[src/rtl/pipe_hazard_int_ctrl.sv]
// Pipeline control FSM: stage-register enables/clears for load-use stalls, flushes, interrupt entry and eret.
// Outputs are combinational in the current cycle; the state (RUN/VECTOR/ISR, bubble count, in-service) updates on the clock edge.
module pipe_hazard_int_ctrl #(
  parameter int REG_AW     = 5,
  parameter int LU_BUBBLES = 1,
  parameter int CNT_W      = 2
) (
  input  logic              clk,
  input  logic              rst,
  input  logic [REG_AW-1:0] IDRs,
  input  logic [REG_AW-1:0] IDRt,
  input  logic              IDUsesRs,
  input  logic              IDUsesRt,
  input  logic              IDValid,
  input  logic              ExMemRd,
  input  logic [REG_AW-1:0] ExWA,
  input  logic              BranchTaken,
  input  logic              EretEx,
  input  logic              IntReq,
  input  logic              IntEn,
  output logic              PCWrite,
  output logic              IFIDWrite,
  output logic              IFIDClear,
  output logic              IDEXWrite,
  output logic              IDEXClear,
  output logic              EPCWrite,
  output logic              PCSelInt,
  output logic              IntAck,
  output logic              InService
);

  localparam logic [1:0] RUN    = 2'd0;
  localparam logic [1:0] VECTOR = 2'd1;
  localparam logic [1:0] ISR    = 2'd2;

  localparam logic [CNT_W-1:0] BUB_LOAD = CNT_W'(LU_BUBBLES - 1);
  localparam logic [CNT_W-1:0] BUB_ONE  = CNT_W'(1);

  logic [1:0]       st, st_nxt;
  logic [CNT_W-1:0] bub_cnt, bub_nxt;
  logic             in_service, in_service_nxt;
  logic             lu, flush, stall, accept;

  always_comb begin
    lu = ExMemRd && (ExWA != '0) &&
         (((ExWA == IDRs) && IDUsesRs) || ((ExWA == IDRt) && IDUsesRt));
    flush  = BranchTaken || EretEx;
    // EX holds a bubble during VECTOR, so hazards are meaningless there
    stall  = (st != VECTOR) && !flush && (lu || (bub_cnt != '0));
    accept = (st == RUN) && IntReq && IntEn && !in_service && IDValid && !flush && !stall;
  end

  always_comb begin
    st_nxt         = st;
    bub_nxt        = bub_cnt;
    in_service_nxt = in_service;
    case (st)
      VECTOR: begin
        st_nxt         = ISR;
        in_service_nxt = 1'b1;
        bub_nxt        = '0;
      end
      RUN, ISR: begin
        if (flush) begin
          bub_nxt = '0;
          if (EretEx && (st == ISR)) begin
            st_nxt         = RUN;
            in_service_nxt = 1'b0;
          end
        end else if (stall) begin
          bub_nxt = (bub_cnt == '0) ? BUB_LOAD : (bub_cnt - BUB_ONE);
        end else if (accept) begin
          st_nxt = VECTOR;
        end
      end
      default: begin
        st_nxt         = RUN;
        bub_nxt        = '0;
        in_service_nxt = 1'b0;
      end
    endcase
  end

  always_ff @(posedge clk or posedge rst) begin
    if (rst) begin
      st         <= RUN;
      bub_cnt    <= '0;
      in_service <= 1'b0;
    end else begin
      st         <= st_nxt;
      bub_cnt    <= bub_nxt;
      in_service <= in_service_nxt;
    end
  end

  always_comb begin
    PCWrite   = 1'b0;
    IFIDWrite = 1'b0;
    IFIDClear = 1'b0;
    IDEXWrite = 1'b0;
    IDEXClear = 1'b0;
    EPCWrite  = 1'b0;
    PCSelInt  = 1'b0;
    IntAck    = 1'b0;
    InService = 1'b0;
    if (!rst) begin
      IDEXWrite = 1'b1;
      IFIDWrite = 1'b1;
      InService = in_service;
      if (st == VECTOR) begin
        PCSelInt  = 1'b1;
        PCWrite   = 1'b1;
        IntAck    = 1'b1;
        IFIDClear = 1'b1;
        IDEXClear = 1'b1;
      end else if (flush) begin
        PCWrite   = 1'b1;
        IFIDClear = 1'b1;
        IDEXClear = 1'b1;
      end else if (stall) begin
        IFIDWrite = 1'b0;
        IDEXClear = 1'b1;
      end else if (accept) begin
        // ID instruction is squashed and its PC saved; it re-executes after eret
        EPCWrite  = 1'b1;
        IFIDClear = 1'b1;
        IDEXClear = 1'b1;
      end else begin
        PCWrite = 1'b1;
      end
    end
  end

endmodule

[config.mk]
export PLATFORM = sky130hd
export DESIGN_NAME = pipe_hazard_int_ctrl
export DESIGN_NICKNAME = d
export VERILOG_FILES = /design/src/rtl/pipe_hazard_int_ctrl.sv
export SDC_FILE = /design/constraint.sdc
export NUM_CORES = 1
export LEC_CHECK = 0
export CORE_UTILIZATION = 33
export CTS_BUF_LIST = sky130_fd_sc_hd__clkbuf_8
export CTS_CLUSTER_DIAMETER = 150
export DETAILED_ROUTE_END_ITERATION = 10
export HOLD_SLACK_MARGIN = 0.05
export PLACE_DENSITY = 0.85
export SLEW_MARGIN = 20
export SYNTH_ARGS = -nofsm -noshare
export SYNTH_HDL_FRONTEND = slang
export SYNTH_SLANG_ARGS = --single-unit
[constraint.sdc]
create_clock -name clk -period 2.1 [get_ports clk]
set_clock_uncertainty 0.05 [all_clocks]
set_input_delay 0.42 -clock clk [delete_from_list [all_inputs] [get_ports clk]]
set_output_delay 0.42 -clock clk [all_outputs]
set_load 0.1 [all_outputs]
==> results of run 1 <==
[logic make-up after synthesis]
kind of cell / share of synthesized area, %
xor+xnor: 19.9
simple gates: 30.4
compound gates: 17.9
flops: 28.4
buf+inv: 3.41
[metrics by stage]
| stage | worst slack (ns) | hold WS [ns] | instances |
|---|---|---|---|
| floorplan | -0.248 | 0.320 | 52 |
| global placement | -0.589 | 0.378 | 107 |
| detailed placement | -0.642 | 0.395 | 107 |
[cells in the mapped netlist, drive strengths merged]
cell type / instances
a21o: 1
a21oi: 2
a31oi: 1
a32oi: 1
and2: 2
and3: 1
buf: 1
dfrtp: 5
inv: 2
nand2: 4
nand2b: 1
nor2: 5
nor2b: 2
nor3: 2
nor4: 2
nor4b: 1
o211ai: 1
o21a: 2
o21ai: 3
or2: 1
or4: 2
xnor2: 2
xor2: 8
==> metrics.txt, run 1 <==
run status=did not finish; failing step=4_1_cts; Error=[ERROR DPL-0033] detailed placement checks failed during check placement.; Synth area leader=dfrtp_1; total CTS buffers=3; Hold-fix buffers, CTS=0; post-DP HPWL=1220 um; syn_area_per_cell=8.47 um^2; top cell type's share of synthesized area=28.4%; Post-Syn Instances=52; Seq/Total Area, Yosys=28.4%; Synthesized Nets=77; Die Y=38.5 um; post_cts resized=61; CTS sink count=5; count of cell types in the netlist=28; Synth warnings=0; Initial Util=37.6%; Setup Buffers After CTS=6; Port Buffers=33; GPL Wtd Cong=0.709; CTS H-tree lvls=1; Synth area leaders=dfrtp_1 28%, xor2_1 16%, nor2_1 4.3%; root buffer cell=clkbuf_8; clk buf depth=2; Die W=38.5 um; site row count=12; Post-DP Area=1030 um^2; I/O pins=34; #FFs+latches synth=5; Mapped Area=440 um^2
==> run 2: changes to the inputs <==
==> config.mk (replaced) <==
export PLATFORM = sky130hd
export DESIGN_NAME = pipe_hazard_int_ctrl
export DESIGN_NICKNAME = d
export VERILOG_FILES = /design/src/rtl/pipe_hazard_int_ctrl.sv
export SDC_FILE = /design/constraint.sdc
export NUM_CORES = 1
export LEC_CHECK = 0
export CORE_AREA = 2 2 63 65
export DETAILED_ROUTE_END_ITERATION = 10
export DIE_AREA = 0 0 65 67
export PLACE_DENSITY_LB_ADDON = 0.15
export SLEW_MARGIN = 20
export SYNTH_ARGS = -nofsm -noshare
export SYNTH_HDL_FRONTEND = slang
export SYNTH_SLANG_ARGS = --single-unit
==> run 2 against run 1 <==
  * The flow now finishes, with violations (setup timing)
  * Synthesized cell count did not move
  * Synthesized area did not move
==> metrics.txt, run 2 <==
run status=finished with violations (was did not finish); failing checks=setup timing; Antenna diodes=0; Die Y=67 um (was 38.5 um); syn_area_per_cell=8.47 um^2 (unchanged); first-pass GRT wire length=2420 um; R2R depth=5; Core ar.=3610 um^2; I/O pins=34 (unchanged); clk_lat worst skew=0.22 ns; crit path max fanout=4; count of cell types in the netlist=28 (unchanged); critical path capture point=PCWrite; Max VDD drop=0.154 mV; fmax=0.440 GHz; Post-Syn Instances=52 (unchanged); PD cells=478 nW/um^2; Initial Util=12.2% (was 37.6%); CP startpoint=ExWA[3]; site row count=22 (was 12); grt peak-use layer=met2; vias per std cell=3.72; Mapped Area=440 um^2 (unchanged); final net count=126; layout cells sized above 1=56.0%; Min Hold Slack=0.299 ns; Buf/Inv on CP=2; Worst Tran Pin Value=0.318 ns; max_cap viols=0; most common cell in the netlist=xor2_1 (unchanged); DR DRC count=0; total grt overflow=0; Pleak=0.519 nW; clk slew on worst S/H paths=0.03 ns; Critical-path top delay cell=or4_4; Die W=65 um (was 38.5 um); Hold-fix buffers, CTS=0 (unchanged); Hold WC Path Type=in2async; Setup crit end kind=output pin; FF-to-FF Start=st[1]; GPL Wtd Cong=0.715 (was 0.709); GR Util met2=11.9%; RR Endpoint=st[0]; Synth top cells by count=8 x xor2_1, 5 x dfrtp_1, 5 x nor2_1, 4 x nand2_1 (unchanged); cell chain of the critical path=buf_6, or4_4, o21ai_4, o211ai_4, a21oi_4, buf_12; critical path required time=1.63 ns; met1 Use GR=8.00%; #FFs+latches synth=5 (unchanged); GRT Overall Usage=7.17%; Iter 0 DRT Violations=1; Max transition margin=78.7%; Synthesized Nets=77 (unchanged); CTS sink count=5 (unchanged); CTS tree=built; die footprint=4360 um^2; WS Path Type=in2out; final worst setup slack=-0.171 ns; Final ANT Viol Nets=0; Synth area leader=dfrtp_1 (unchanged); clk buf depth=2 (unchanged); Seq/Total Area, Yosys=28.4% (unchanged); max incr delay on CP=0.55 ns; via count=550; Slew Viols, Final=0; total CTS buffers=3 (unchanged); Synth area leaders=dfrtp_1 28%, xor2_1 16%, nor2_1 4.3% (unchanged); RSZ-0062 raised after global routing=yes; final hold vios=0; Crit. path cell count=6; Tmin final=2.27 ns; top cell type's share of synthesized area=28.4% (unchanged); reg-to-reg setup timing slack=0.73 ns; asr flop ratio synth=100% (unchanged); Post-Place Setup Slack=-0.622 ns (was -0.642 ns); Startpoint Class=input pin; Arr. time, crit path=1.80 ns; final setup fails=5; most frequent cells in the layout=12 x buf_4, 9 x buf_12, 8 x xor2_1; vias in the first global route=588; top flop regs=bub_cnt: 2 flops, st: 2 flops, in_service: 1 flops; Port Buffers=33 (unchanged); post-DP HPWL=1260 um (was 1220 um); CTS H-tree lvls=1 (unchanged); pin count of the biggest net entering global routing=7; Avg WL per Cell=9.57 um; Area Growth Syn to Fin=159%; Synth warnings=0 (unchanged); DR pass1 iterations=3; period utilization=108%; Main synth FF type=dfrtp_1 (unchanged); initial antenna violation count=0; met3 Usage GRT=2.53%; final WL=1420 um; Top Family by Delay on Critical Path=simple AND/OR/NAND/NOR gates; root buffer cell=clkbuf_8 (unchanged); commonest non-fill, non-tap cell in the layout=buf_4; Post-synth EDFFs=0 (unchanged)
## run 2: area by class of cell
cell class / count / area (um^2)
clock buffer: 4 / 45.0
fill: 396 / 2460
inverter: 2 / 11.3
multi-input combinational: 44 / 413
sequential: 5 / 125
tap: 48 / 60.1
timing repair buffer: 45 / 488
## run 2: what timing repair did
item	CTS	global route
cloned	0	0
pin swaps	21	9
endpoints found under the hold margin	0	0
gates resized for setup	62	7
setup endpoints to repair	5	8
buffers inserted	1	1
## run 2: power by group
group,switching (mW),internal [mW],total (mW)
combinational,0.140,0.117,0.258
sequential,0.00939,0.103,0.113
clock,0.0452,0.130,0.175
## run 2: metrics by stage
stage | TNS (ns) | cells | cell area [um^2] | power (mW) | utilization [%]
3_5_place_dp | -2.93 | 142 | 1080 | 0.374 | 30.0
3_3_place_gp | -2.86 | 142 | 1080 | 0.374 | 30.0
5_1_grt | -1.06 | 148 | 1140 | 0.579 | 31.7
4_1_cts | -0.913 | 147 | 1130 | 0.554 | 31.2
6_report | -0.734 | 148 | 1140 | 0.546 | 31.7
2_1_floorplan | -1.13 | 52 | 534 | 0.249 | -
## run 2: kinds of logic (layout without fill, tap and decap cells)
logic type	count (synthesis)	count (layout)	synth area share [%]
buffers and inverters	3	51	3.41
xor gates and xnor gates	10	10	19.9
AOI/OAI and AO/OA	11	11	17.9
and+or+nand+nor	23	23	30.4
DFF	5	5	28.4
## run 2: worst min-delay path by stage
stage	start	end	slack, ns	depth (start not counted)
floorplan	rst	bub_cnt[0]	0.32	1
detailed placement	bub_cnt[0]	bub_cnt[0]	0.39	1
finish	rst	bub_cnt[0]	0.30	3
global route	rst	st[0]	0.34	3
global placement	bub_cnt[0]	bub_cnt[0]	0.38	1
CTS	bub_cnt[0]	bub_cnt[0]	0.39	1
## run 2: tightest hold or removal path: stages
cell and delay (ns):
dlymetal6s2s_1 0.18, clkinvlp_4 0.13, buf_4 0.17
## run 2: routing by layer
| layer | vias up | routed length [um] |
|---|---|---|
| met1 | 236 | 548 |
| met4 | 0 | 10 |
| met5 | - | 0 |
| met2 | 34 | 656 |
| li1 | 278 | - |
| met3 | 2 | 202 |
No activity file was read; power rests on OpenSTA's default activity.
==> run 3: changes to the inputs <==
--- a/config.mk
+++ b/config.mk
@@ -6,6 +6,7 @@
 export NUM_CORES = 1
 export LEC_CHECK = 0
 export CORE_AREA = 2 2 63 65
+export CTS_CLUSTER_DIAMETER = 50
 export DETAILED_ROUTE_END_ITERATION = 10
 export DIE_AREA = 0 0 65 67
 export PLACE_DENSITY_LB_ADDON = 0.15
==> results of run 3 <==
The final DEF is identical to that of run 2; final timing and power are the same.
